File: src/rtl/video_pkg.sv
// Shared definitions for the video pattern source.
//   TW           : width of every raster timing field and counter
//   MODE_*       : I_mode encodings (5..7 are reserved and render black)
//   fade_e       : fade direction states
//   bar_colour() : 8-entry colour-bar table, one bit per channel {R,G,B}
package video_pkg;

  localparam int unsigned TW = 12;

  localparam logic [2:0] MODE_FADE    = 3'd0;
  localparam logic [2:0] MODE_BARS    = 3'd1;
  localparam logic [2:0] MODE_CHECKER = 3'd2;
  localparam logic [2:0] MODE_RAMP    = 3'd3;
  localparam logic [2:0] MODE_SOLID   = 3'd4;

  typedef enum logic {
    FADE_UP,
    FADE_DOWN
  } fade_e;

  // W, Y, C, G, M, R, B, K from left to right
  function automatic logic [2:0] bar_colour(input logic [2:0] idx);
    case (idx)
      3'd0:    return 3'b111;
      3'd1:    return 3'b110;
      3'd2:    return 3'b011;
      3'd3:    return 3'b010;
      3'd4:    return 3'b101;
      3'd5:    return 3'b100;
      3'd6:    return 3'b001;
      default: return 3'b000;
    endcase
  endfunction

endpackage

File: src/rtl/video_timing_gen.sv
// Raster timing generator: free-running H/V counters plus the unregistered
// per-pixel terms derived from them.
//   i_pxl_clk, i_rst_n        : pixel clock, async active-low reset
//   i_h_* / i_v_*             : total, sync, back porch, active resolution
//   o_de, o_hs, o_vs          : active-video and active-high sync terms
//   o_x, o_y                  : 0-based active-area coordinates
//   o_frame_start             : counter state is (0,0)
module video_timing_gen
  import video_pkg::*;
(
  input  logic          i_pxl_clk,
  input  logic          i_rst_n,
  input  logic [TW-1:0] i_h_total,
  input  logic [TW-1:0] i_h_sync,
  input  logic [TW-1:0] i_h_bporch,
  input  logic [TW-1:0] i_h_res,
  input  logic [TW-1:0] i_v_total,
  input  logic [TW-1:0] i_v_sync,
  input  logic [TW-1:0] i_v_bporch,
  input  logic [TW-1:0] i_v_res,
  output logic          o_de,
  output logic          o_hs,
  output logic          o_vs,
  output logic [TW-1:0] o_x,
  output logic [TW-1:0] o_y,
  output logic          o_frame_start
);

  logic [TW-1:0] r_h_cnt, r_v_cnt;
  logic          w_h_wrap, w_v_wrap;
  logic [TW-1:0] w_h_start, w_v_start, w_h_end, w_v_end;

  // >= keeps the counters from running away if the totals shrink mid-frame
  assign w_h_wrap = r_h_cnt >= (i_h_total - TW'(1));
  assign w_v_wrap = r_v_cnt >= (i_v_total - TW'(1));

  always_ff @(posedge i_pxl_clk or negedge i_rst_n) begin
    if (!i_rst_n) begin
      r_h_cnt <= '0;
      r_v_cnt <= '0;
    end else if (w_h_wrap) begin
      r_h_cnt <= '0;
      r_v_cnt <= w_v_wrap ? '0 : r_v_cnt + TW'(1);
    end else begin
      r_h_cnt <= r_h_cnt + TW'(1);
    end
  end

  assign w_h_start = i_h_sync + i_h_bporch;
  assign w_v_start = i_v_sync + i_v_bporch;
  assign w_h_end   = w_h_start + i_h_res;
  assign w_v_end   = w_v_start + i_v_res;

  assign o_de = (r_h_cnt >= w_h_start) && (r_h_cnt < w_h_end) &&
                (r_v_cnt >= w_v_start) && (r_v_cnt < w_v_end);
  assign o_hs = r_h_cnt < i_h_sync;
  assign o_vs = r_v_cnt < i_v_sync;
  assign o_x  = r_h_cnt - w_h_start;
  assign o_y  = r_v_cnt - w_v_start;
  assign o_frame_start = (r_h_cnt == '0) && (r_v_cnt == '0);

endmodule

File: src/rtl/video_pattern_gen.sv
// Raster timing plus multi-mode test pattern source (fade, colour bars,
// checkerboard, grey ramp, solid). All outputs leave through one register
// stage so DE, syncs and RGB are aligned on the same edge.
//   I_pxl_clk, I_rst_n          : pixel clock, async active-low reset
//   I_h_* / I_v_*               : raster timing (12 bits each)
//   I_hs_pol, I_vs_pol          : 1 = sync active-high
//   I_mode, I_solid_rgb         : pattern select / solid colour, taken at frame start
//   O_de, O_hs, O_vs            : active video and syncs with polarity applied
//   O_data_r/g/b                : pixel colour, zero outside active video
//   O_frame_start               : pulse with the outputs of pixel (0,0)
//   O_fps_toggle                : flips every FADE_FRAMES frames
module video_pattern_gen
  import video_pkg::*;
#(
  parameter int unsigned CW          = 8,
  parameter int unsigned FADE_FRAMES = 30,
  parameter int unsigned CHK_LOG2    = 5
) (
  input  logic            I_pxl_clk,
  input  logic            I_rst_n,
  input  logic [TW-1:0]   I_h_total,
  input  logic [TW-1:0]   I_h_sync,
  input  logic [TW-1:0]   I_h_bporch,
  input  logic [TW-1:0]   I_h_res,
  input  logic [TW-1:0]   I_v_total,
  input  logic [TW-1:0]   I_v_sync,
  input  logic [TW-1:0]   I_v_bporch,
  input  logic [TW-1:0]   I_v_res,
  input  logic            I_hs_pol,
  input  logic            I_vs_pol,
  input  logic [2:0]      I_mode,
  input  logic [3*CW-1:0] I_solid_rgb,
  output logic            O_de,
  output logic            O_hs,
  output logic            O_vs,
  output logic [CW-1:0]   O_data_r,
  output logic [CW-1:0]   O_data_g,
  output logic [CW-1:0]   O_data_b,
  output logic            O_frame_start,
  output logic            O_fps_toggle
);

  localparam int unsigned   STEP_I  = ((2 ** CW) - 1) / (FADE_FRAMES - 1);
  localparam logic [CW-1:0] STEP    = CW'(STEP_I);
  localparam logic [CW-1:0] MAXV    = '1;
  localparam logic [7:0]    LAST_F  = 8'(FADE_FRAMES - 1);
  localparam logic [TW-1:0] CHK_BIT = TW'(1) << CHK_LOG2;

  logic          w_de, w_hs, w_vs, w_fs;
  logic [TW-1:0] w_x, w_y;

  video_timing_gen u_timing (
    .i_pxl_clk     (I_pxl_clk),
    .i_rst_n       (I_rst_n),
    .i_h_total     (I_h_total),
    .i_h_sync      (I_h_sync),
    .i_h_bporch    (I_h_bporch),
    .i_h_res       (I_h_res),
    .i_v_total     (I_v_total),
    .i_v_sync      (I_v_sync),
    .i_v_bporch    (I_v_bporch),
    .i_v_res       (I_v_res),
    .o_de          (w_de),
    .o_hs          (w_hs),
    .o_vs          (w_vs),
    .o_x           (w_x),
    .o_y           (w_y),
    .o_frame_start (w_fs)
  );

  // Frame-start state: mode/colour latch, fade FSM, frame counter
  logic [2:0]      r_mode;
  logic [3*CW-1:0] r_solid;
  logic [7:0]      r_fcnt;
  logic            r_tog;
  logic [CW-1:0]   r_level, w_level_nxt;
  fade_e           r_fade, w_fade_nxt;
  logic            w_last;

  assign w_last = r_fcnt == LAST_F;

  // The first frame of each half-period holds the endpoint reached by the
  // previous one (0 after reset), so each half is the mirror of the other.
  always_comb begin
    w_fade_nxt  = r_fade;
    w_level_nxt = r_level;
    if (w_fs) begin
      case (r_fade)
        FADE_UP: begin
          if (w_last) begin
            w_level_nxt = MAXV;
            w_fade_nxt  = FADE_DOWN;
          end else if (r_fcnt != '0) begin
            w_level_nxt = r_level + STEP;
          end
        end
        FADE_DOWN: begin
          if (w_last) begin
            w_level_nxt = '0;
            w_fade_nxt  = FADE_UP;
          end else if (r_fcnt != '0) begin
            w_level_nxt = r_level - STEP;
          end
        end
        default: w_fade_nxt = FADE_UP;
      endcase
    end
  end

  always_ff @(posedge I_pxl_clk or negedge I_rst_n) begin
    if (!I_rst_n) begin
      r_fade  <= FADE_UP;
      r_level <= '0;
      r_fcnt  <= '0;
      r_tog   <= 1'b0;
      r_mode  <= MODE_FADE;
      r_solid <= '0;
    end else begin
      r_fade  <= w_fade_nxt;
      r_level <= w_level_nxt;
      if (w_fs) begin
        r_fcnt  <= w_last ? '0 : r_fcnt + 8'd1;
        r_tog   <= r_tog ^ w_last;
        r_mode  <= I_mode;
        r_solid <= I_solid_rgb;
      end
    end
  end

  // Pixel (0,0) is rendered with the values being latched on that same edge
  logic [2:0]      w_mode_eff;
  logic [3*CW-1:0] w_solid_eff;
  assign w_mode_eff  = w_fs ? I_mode      : r_mode;
  assign w_solid_eff = w_fs ? I_solid_rgb : r_solid;

  // Bar tracking: position within the current bar, restarted at x=0
  logic [2:0]    r_bar_idx, w_bar_idx;
  logic [TW-1:0] r_bar_pos, w_bar_pos, w_bar_w;
  logic [2:0]    w_bar_bits;

  assign w_bar_w   = I_h_res >> 3;
  assign w_bar_idx = (w_x == '0) ? '0 : r_bar_idx;
  assign w_bar_pos = (w_x == '0) ? '0 : r_bar_pos;
  assign w_bar_bits = bar_colour(w_bar_idx);

  always_ff @(posedge I_pxl_clk or negedge I_rst_n) begin
    if (!I_rst_n) begin
      r_bar_idx <= '0;
      r_bar_pos <= '0;
    end else if (w_de) begin
      if (((w_bar_pos + TW'(1)) >= w_bar_w) && (w_bar_idx != 3'd7)) begin
        r_bar_idx <= w_bar_idx + 3'd1;
        r_bar_pos <= '0;
      end else begin
        r_bar_idx <= w_bar_idx;
        r_bar_pos <= w_bar_pos + TW'(1);
      end
    end
  end

  // Pattern mux; top-left checker square is white
  logic [3*CW-1:0] w_rgb;
  always_comb begin
    w_rgb = '0;
    if (w_de) begin
      case (w_mode_eff)
        MODE_FADE:    w_rgb = {w_level_nxt, MAXV - w_level_nxt, {CW{1'b0}}};
        MODE_BARS:    w_rgb = {{CW{w_bar_bits[2]}}, {CW{w_bar_bits[1]}}, {CW{w_bar_bits[0]}}};
        MODE_CHECKER: w_rgb = (((w_x ^ w_y) & CHK_BIT) == '0) ? '1 : '0;
        MODE_RAMP:    w_rgb = {3{w_x[CW-1:0]}};
        MODE_SOLID:   w_rgb = w_solid_eff;
        default:      w_rgb = '0;
      endcase
    end
  end

  // Output stage; sync polarity applied after the register so the reset
  // level follows the polarity inputs
  logic            r_de, r_hs_act, r_vs_act, r_fs;
  logic [3*CW-1:0] r_rgb;

  always_ff @(posedge I_pxl_clk or negedge I_rst_n) begin
    if (!I_rst_n) begin
      r_de     <= 1'b0;
      r_hs_act <= 1'b0;
      r_vs_act <= 1'b0;
      r_fs     <= 1'b0;
      r_rgb    <= '0;
    end else begin
      r_de     <= w_de;
      r_hs_act <= w_hs;
      r_vs_act <= w_vs;
      r_fs     <= w_fs;
      r_rgb    <= w_rgb;
    end
  end

  assign O_de          = r_de;
  assign O_hs          = r_hs_act ? I_hs_pol : ~I_hs_pol;
  assign O_vs          = r_vs_act ? I_vs_pol : ~I_vs_pol;
  assign O_data_r      = r_rgb[3*CW-1 -: CW];
  assign O_data_g      = r_rgb[2*CW-1 -: CW];
  assign O_data_b      = r_rgb[CW-1:0];
  assign O_frame_start = r_fs;
  assign O_fps_toggle  = r_tog;

endmodule

File: config.mk
export PLATFORM = sky130hd
export DESIGN_NAME = video_pattern_gen
export DESIGN_NICKNAME = d
export VERILOG_FILES = /design/src/rtl/video_pkg.sv /design/src/rtl/video_timing_gen.sv /design/src/rtl/video_pattern_gen.sv
export SDC_FILE = /design/constraint.sdc
export NUM_CORES = 1
export LEC_CHECK = 0
export ABC_AREA = 1
export BUFFER_PORTS_ARGS = -buffer_cell sky130_fd_sc_hd__buf_2
export CORE_ASPECT_RATIO = 1.75
export CORE_MARGIN = 2
export CORE_UTILIZATION = 51
export CTS_CLUSTER_SIZE = 10
export DETAILED_ROUTE_END_ITERATION = 10
export PLACE_DENSITY = 0.7
export SLEW_MARGIN = 40
export SYNTH_ARGS = -nofsm -noshare
export SYNTH_HDL_FRONTEND = slang
export SYNTH_SLANG_ARGS = --single-unit
File: constraint.sdc
create_clock -name I_pxl_clk -period 5.9 [get_ports I_pxl_clk]
set_clock_uncertainty 0.1 [all_clocks]
set_input_delay 0.295 -clock I_pxl_clk [delete_from_list [all_inputs] [get_ports I_pxl_clk]]
set_output_delay 0.295 -clock I_pxl_clk [all_outputs]
set_load 0.02 [all_outputs]
==> flow_summary.toml, run 1 <==
[cts]
clk_pin_slew_ns = 0.08
post_cts_buffers = 0
clockBufferDepth = 2
root_buffer = "clkbuf_16"
cts_tree = "built"
clock-sinks = 112
cts_max_level = 3
cts-buffers-inserted = 9
clkLatencyLatePin_ns = 0.36

[grt]
grt_pass1_vias = 9663
overflow = 0
grt_usage = 0.253
grt_max_degree = 75
antenna_found_initial = 4
grt_pass1_wl_um = 44300

[routing]
post_drt_wl_per_cell_um = 14.5
wirelength_um = 26600
first_pass_iters = 5
drc = 0
vias_per_cell = 5.31
ant_nets = 0
vias = 9732
drtIter0Drc = 552

[critical_path]
cp.required_ns = 6.06
endpoint_kind = "register"
worstReg2RegStart = "u_timing.r_h_cnt[0]$_DFF_PN0_"
worstReg2RegEnd = "r_bar_idx[2]$_DFFE_PN0P_"
path_buf_inv = 3
crit_cells = 38
worst_ep_arrival_time_ns = 5.54
crit_family = "simple AND/OR/NAND/NOR gates"
crit_fanout = 13
worst-setup-path-type = "primary input to register"
reg2reg_slack_ns = 1.29
slowest_stage = "fa_1"
crit_start = "I_h_sync[0]"
reg2reg_depth = 29
crit_end = "r_bar_idx[2]$_DFFE_PN0P_"
timing.critical_path.mode_cell = "nand2_1"
critical-path-max-stage-delay_ns = 0.39
cp-start-kind = "primary input"

[synth]
synth.top_cell.area_share = 0.269
yosys.area_share.adder = 0.201
synth_compound_area_frac = 0.123
synth_simple_gate_area_frac = 0.245
synth.avg_cell_area_um2 = 7.30
synth_edf_count = 0
synth_top_cells_by_area = "dfrtp_1 (27%), ha_1 (19%), nand2_1 (13%)"
synth_xor_area_frac = 0.0657
syn_area_um2 = 10400
ys.flop_type = "dfrtp_1"
ys_ff_latch = 112
yosysWarnings = 0
synth_async_sr_flop_share = 1.00
ys_seq_area_frac = 0.269
synthCells = 1424
yosysMostFrequentCell = "nand2_1"
synthTopCellsByCount = "nand2_1 (354), inv_1 (238), ha_1 (159), dfrtp_1 (112), a21oi_1 (106)"
synth_top_area_cell = "dfrtp_1"
ys_types = 46
synth_top_family_by_area = "simple AND/OR/NAND/NOR gates"
synthMuxAreaShare = 0
syn-num-nets = 1715

[pwr]
p_per_area_nw_per_um2 = 316
ir_drop_v = 0.000197
p_leak_nw = 6.86

[timing]
setup-violations-final = 0
slew_violations = 0
period_needed_ns = 5.38
relSlewSlack = 0.542
fmax_ghz = 0.186
tns_ns = 0
holdWs_ns = 0.0530
hold_viol = 0
tightest_slew_ns = 0.685
min_period_over_period = 0.912

[floorplan]
die_w_um = 112
initial_core_util = 0.515
rows = 69
fp.dieH_um = 193
top_level_ports = 156
core_area_um2 = 20200
die-area_um2 = 21600

[outcome]
status = "completed"

[placed_design]
globalplace.congestion = 0.953
hpwl_um = 21600
io_buffers = 155

[cells_and_area]
final_nets = 1871
utilization = 0.585
nFillCells = 1975
diodes = 0
syn2layout_area_growth_pct = 13.6
drive_gt1_frac = 0.124

[flow_run]
cap_violations = 0

[min_path]
hold_class = "primary input to register"
state kept, by name, indices dropped and copies added, names as in the netlist:
| register | cells |
|---|---|
| r_level | 8 |
| r_mode | 3 |
| O_fps_toggle | 1 |
| u_timing.r_v_cnt | 12 |
| r_rgb | 24 |
| O_de | 1 |
| r_solid | 24 |
| u_timing.r_h_cnt | 12 |
| r_fcnt | 8 |
| r_bar_pos | 12 |
| r_hs_act | 1 |
| r_bar_idx | 3 |
| r_vs_act | 1 |
| r_fade | 1 |
| O_frame_start | 1 |
what timing repair did:
item / 4_1_cts / 5_1_grt
hold buffers: 1 / 0
hold endpoints to repair: 38 / 0
setup endpoints to repair: 0 / 13
gates resized for setup: 0 / 2
per-layer routing:
metal  GRT usage  share of wire
met1       0.254           0.36
met2       0.506           0.55
met3      0.0320          0.042
met4       0.124          0.047
met5           0         0.0013
logic make-up after synthesis:
logic type      Yosys count
compound gates          214
xor+xnor                 78
fa+ha+maj               164
buf+inv                 259
flops                   112
simple gates            597
cell usage in the layout, fill, tap and decap left out, types with 4 or more instances in the layout:
master / instances
nand3b_1: 5
nor4_1: 8
nand3_1: 76
nor2_1: 78
clkbuf_16: 9
fa_1: 5
nand2_1: 354
o2111ai_1: 10
ha_1: 159
nor3_1: 33
o21bai_1: 14
a21o_1: 12
o31ai_1: 4
nor2_2: 5
o21a_1: 4
nor3b_1: 4
nand4_1: 19
buf_2: 154
o21ai_0: 37
xor2_1: 54
a211oi_1: 4
a21oi_1: 106
o211ai_1: 8
buf_4: 6
dfrtp_1: 112
inv_1: 238
xnor2_1: 24
area by class of cell:
| type | count | area (µm²) | share of cell area |
|---|---|---|---|
| Clock inverter | 5 | 88.8 | 0.00752 |
| Sequential cell | 112 | 2800 | 0.237 |
| Timing Repair Buffer | 163 | 857 | 0.0726 |
| Multi-Input combinational cell | 1053 | 6620 | 0.560 |
| Clock buffer | 11 | 233 | 0.0197 |
| Tap cell | 248 | 310 | 0.0263 |
| Inverter | 241 | 905 | 0.0766 |
through the flow:
stage | total power [mW] | cells | cell area [µm²] | worst slack, ns
floorplan | 2.52 | 1424 | 10400 | 0.569
global placement | 3.01 | 1816 | 11500 | 0.195
detailed placement | 3.05 | 1816 | 11500 | 0.0595
CTS | 3.74 | 1833 | 11800 | 0.404
global route | 4.11 | 1833 | 11800 | -0.0170
finish | 3.73 | 1833 | 11800 | 0.521
worst min path at each step:
stage,from,cells after the start,end,slack (ns)
5_1_grt,I_solid_rgb[20],3,r_solid[20]$_DFF_PN0_,0.06
6_report,I_solid_rgb[20],3,r_solid[20]$_DFF_PN0_,0.05
2_1_floorplan,I_rst_n,0,O_de$_DFF_PN0_,-0.10
3_3_place_gp,I_rst_n,1,O_frame_start$_DFF_PN0_,0.21
4_1_cts,I_solid_rgb[20],3,r_solid[20]$_DFF_PN0_,0.05
3_5_place_dp,I_rst_n,1,O_frame_start$_DFF_PN0_,0.22
worst min-delay path, stage by stage:
cell and delay [ns]:
buf_2 0.07, nand2_1 0.04, nand2_1 0.07
where the power goes:
group | total (mW) | internal (mW) | switching (mW)
sequential | 1.12 | 0.929 | 0.190
combinational | 1.93 | 0.753 | 1.18
clock | 0.673 | 0.378 | 0.295
Power figures use the tool's default switching activity.
==> inputs of run 2 (changes only) <==
CORE_MARGIN = 4   (was 2)
CORE_UTILIZATION = 50   (was 51)
PLACE_DENSITY = 0.68   (was 0.7)
==> flow_summary.toml, run 2 (synthesized netlist as in run 1, its figures left out) <==
[outcome]
status = "completed"

[timing]
hold_viol = 0
fmax_ghz = 0.188
period_needed_ns = 5.32
relSlewSlack = 0.523
min_period_over_period = 0.902
tns_ns = 0
slew_violations = 0
setup-violations-final = 0
tightest_slew_ns = 0.715
rsz0062_at_grt = "no"

[routing]
wirelength_um = 27100
first_pass_iters = 6
drt-met1-wl_um = 10100
drc = 0
routed-wl-met2_um = 14900
vias = 9756
ant_nets = 0
post_drt_wl_per_cell_um = 14.8
vias_per_cell = 5.31
drtIter0Drc = 474
routed.top_layer = "met5"
wl_met3_um = 1140

[pwr]
p_int_mw = 2.03
p_leak_nw = 6.87
p_per_area_nw_per_um2 = 314
power.total_mw = 3.71
p_clk_frac = 0.176
seqPwrFrac = 0.301
p_sw_frac = 0.454
ir_drop_v = 0.000149
power.switching_mw = 1.69
combPwrFrac = 0.524

[cells_and_area]
diodes = 0
drive_gt1_frac = 0.127
syn2layout_area_growth_pct = 13.6
layout.cells.most_common_list = "nand2_1 (354), inv_1 (238), ha_1 (159), buf_2 (154), dfrtp_1 (112)"
reg.largest.list = "r_rgb x24, r_solid x24"
utilization = 0.580
finalNonFillerCells = 1836
layout_commonest_cell = "nand2_1"
final_nets = 1874

[critical_path]
endpoint_kind = "register"
reg2reg_slack_ns = 1.33
reg2reg_depth = 29
slowest_stage = "fa_1"
crit_fanout = 7
cp.required_ns = 6.06
worst-setup-path-type = "primary input to register"
cp-start-kind = "primary input"
critical-path-max-stage-delay_ns = 0.41
worstReg2RegStart = "u_timing.r_h_cnt[0]$_DFF_PN0_"
crit_start = "I_h_sync[0]"
crit_end = "r_bar_idx[2]$_DFFE_PN0P_"
worst_ep_arrival_time_ns = 5.48
worstReg2RegEnd = "r_bar_idx[2]$_DFFE_PN0P_"
timing.critical_path.mode_cell = "nand2_1"

[floorplan]
initial_core_util = 0.511
core_area_um2 = 20400
rows = 69
die_w_um = 117
fp.dieH_um = 199
die-area_um2 = 23300
top_level_ports = 156

[placed_design]
io_buffers = 155
hpwl_um = 22200
placed_cells = 1817
globalplace.congestion = 0.914

[grt]
overflow = 0
grt_usage = 0.238
grt_pass1_wl_um = 44200
antenna_found_initial = 2
grt_max_degree = 77
grt_pass1_vias = 9629

[flow_run]
cap_violations = 0

[cts]
clockBufferDepth = 2
cts-buffers-inserted = 9
cts_max_level = 3
cts_tree = "built"
clock-sinks = 112
clk_pin_slew_ns = 0.08
clkLatencyLatePin_ns = 0.36
root_buffer = "clkbuf_16"

[min_path]
hold_class = "primary input to register"
==> run 2: cell type report <==
cell class	instances	area [µm²]
fillers	1994	8560
multi-input cells	1054	6630
flip-flops and latches	112	2800
inverters	241	905
repair buffers	165	860
well taps	248	310
clock buffers	9	225
clock inverters	7	87.6
==> run 2: worst min path at each step <==
stage,start,end,slack (ns),cells past startpoint
final,I_solid_rgb[18],r_solid[18]$_DFF_PN0_,0.06,3
after global routing,I_solid_rgb[20],r_solid[20]$_DFF_PN0_,0.06,3
after CTS,I_solid_rgb[20],r_solid[20]$_DFF_PN0_,0.05,3
after detailed placement,I_rst_n,O_frame_start$_DFF_PN0_,0.26,1
after global placement,u_timing.r_h_cnt[0]$_DFF_PN0_,u_timing.r_h_cnt[0]$_DFF_PN0_,0.34,1
after floorplan,I_rst_n,O_de$_DFF_PN0_,-0.10,0
==> run 2: what timing repair did <==
item / 4_1_cts / 5_1_grt
hold buffers: 1 / 0
gates resized for setup: 0 / 4
buffers inserted: 0 / 1
hold endpoints to repair: 75 / 0
setup endpoints to repair: 0 / 13
==> run 2: power groups by stage <==
stage	clock, mW	combinational, mW	sequential (mW)
2_1_floorplan	0	1.47	1.06
3_3_place_gp	0	1.87	1.13
3_5_place_dp	0	1.93	1.13
4_1_cts	0.663	1.95	1.12
5_1_grt	0.693	2.26	1.14
6_report	0.653	1.94	1.12
==> run 2: layer usage <==
layer,vias up,global-route usage
met2,240,0.463
met1,4479,0.246
li1,4977,-
met5,-,0
met4,2,0.0982
met3,58,0.0338
==> run 2: worst max-delay path, delay by kind of cell <==
| kind | cells | cell delay [ns] |
|---|---|---|
| compound gates | 8 | 1.19 |
| buf+inv | 3 | 0.23 |
| fa+ha+maj | 5 | 1.41 |
| xor+xnor | 2 | 0.42 |
| simple gates | 20 | 1.92 |
==> run 2: stage by stage <==
step           setup slack [ns]  cell area, µm²  hold slack, ns
2_1_floorplan             0.569           10400          -0.101
3_3_place_gp              0.138           11500           0.344
3_5_place_dp             0.0156           11500           0.259
4_1_cts                   0.350           11800          0.0509
5_1_grt                 0.00546           11800          0.0631
6_report                  0.580           11800          0.0599
==> inputs of run 3 (changes only) <==
clock period = 5.4 ns   (was 5.9 ns; I/O delays follow)
==> flow_summary.toml, run 3 (synthesized netlist as in run 1, its figures left out) <==
[outcome]
status = "completed"

[timing]
setup-violations-final = 0
min_period_over_period = 0.915
tightest_slew_ns = 0.629
period_needed_ns = 4.94
slew_violations = 0
tns_ns = 0
worst_slack_ns = 0.461
relSlewSlack = 0.581
fmax_ghz = 0.202
hold_viol = 0

[pwr]
p_sw_frac = 0.454
combPwrFrac = 0.532
ir_drop_v = 0.000170
p_leak_nw = 6.99
p_int_mw = 2.26
power.switching_mw = 1.88
p_per_area_nw_per_um2 = 343
seqPwrFrac = 0.292
p_clk_frac = 0.177

[cells_and_area]
layout.cells.most_common_list = "nand2_1 (354), inv_1 (238), ha_1 (159), buf_2 (154), dfrtp_1 (112)"
multiInputGateArea_um2 = 6680
layout_commonest_cell = "nand2_1"
regArea_um2 = 2800
syn2layout_area_growth_pct = 15.8
drive_gt1_frac = 0.145
reg.largest.list = "r_rgb x24, r_solid x24"
final_nets = 1895
nFillCells = 1964
diodes = 0

[critical_path]
critical-path-max-stage-delay_ns = 0.36
crit_family = "compound AO/OA/AOI/OAI gates"
timing.critical_path.mode_cell = "nand2_1"
cp-start-kind = "primary input"
endpoint_kind = "register"
slowest_stage = "fa_2"
crit_fanout = 3
cp.required_ns = 5.61
path_buf_inv = 5
worst_ep_arrival_time_ns = 5.15
worst-setup-path-type = "primary input to register"

[cts]
cts-buffers-inserted = 9
cts_tree = "built"
cts_max_level = 3
clockBufferDepth = 2
clock-sinks = 112
clk_pin_slew_ns = 0.08
root_buffer = "clkbuf_16"
clkLatencyLatePin_ns = 0.36
post_cts_buffers = 0

[routing]
post_drt_wl_per_cell_um = 14.9
drc = 0
vias = 9846
ant_nets = 0
drtIter0Drc = 455
vias_per_cell = 5.30
wirelength_um = 27700
first_pass_iters = 7

[floorplan]
rows = 69
die_w_um = 117
top_level_ports = 156
core_area_um2 = 20400
initial_core_util = 0.511
fp.dieH_um = 199
die-area_um2 = 23300

[grt]
grt_max_degree = 67
overflow = 0
grt_pass1_wl_um = 44700
grt_pass1_vias = 9707
grt_usage = 0.240
antenna_found_initial = 1

[placed_design]
globalplace.congestion = 0.906
place_ws_ns = -0.201
io_buffers = 155
hpwl_um = 22600

[min_path]
hold_class = "primary input to register"

[flow_run]
cap_violations = 0
-- run 3: timing repair --
item	CTS	global route
hold endpoints to repair	65	0
hold buffers	1	0
setup endpoints to repair	0	22
resized for setup	0	15
-- run 3: final cells by class --
class                      instances  area share
clock buffer                       9      0.0187
clock inverter                     7     0.00800
inverter                         241      0.0751
multi-input combinational       1054       0.554
sequential                       112       0.233
tap                              248      0.0258
timing repair buffer             186      0.0855
-- run 3: worst paths after layout --
kind,startpoint,to,slack [ns],cells past startpoint
min,I_solid_rgb[3],r_solid[3]$_DFF_PN0_,0.03,3
max reg2reg,u_timing.r_h_cnt[0]$_DFF_PN0_,r_bar_idx[1]$_DFFE_PN0P_,0.95,30
max,I_h_sync[0],r_bar_idx[1]$_DFFE_PN0P_,0.46,38
min reg2reg,O_fps_toggle$_DFFE_PN0P_,O_fps_toggle$_DFFE_PN0P_,0.36,1
max in group asynchronous,I_rst_n,r_rgb[17]$_DFF_PN0_,3.78,3
min in group asynchronous,I_rst_n,O_frame_start$_DFF_PN0_,0.37,2
-- run 3: per-layer routing --
| metal | track usage | wire length [µm] |
|---|---|---|
| met1 | 0.248 | 10400 |
| met2 | 0.471 | 15200 |
| met3 | 0.0280 | 954 |
| met4 | 0.102 | 1080 |
| met5 | 0 | 12 |
-- run 3: worst register-to-register path: cells and delay by family (launching register included) --
kind | cells | cell delay [ns]
simple gates | 16 | 1.42
fa+ha+maj | 4 | 1.19
compound gates | 5 | 0.68
buf+inv | 5 | 0.60
flops | 1 | 0.40
-- run 3: metrics by stage --
stage | hold WS [ns] | power (mW) | cells | util | cell area, µm²
2_1_floorplan | -0.126 | 2.76 | 1424 | - | 10400
3_3_place_gp | 0.343 | 3.32 | 1839 | 0.571 | 11600
3_5_place_dp | 0.221 | 3.39 | 1839 | 0.572 | 11600
4_1_cts | 0.0215 | 4.13 | 1856 | 0.588 | 12000
5_1_grt | 0.0373 | 4.54 | 1857 | 0.591 | 12000
6_report | 0.0271 | 4.14 | 1857 | 0.591 | 12000
-- run 3: power by group through the flow --
stage	Sequential (mW)	Clock, mW	Combinational [mW]
final	1.21	0.732	2.20
after global routing	1.22	0.774	2.54
after CTS	1.20	0.744	2.18
after detailed placement	1.22	0	2.17
after global placement	1.22	0	2.11
after floorplan	1.15	0	1.60
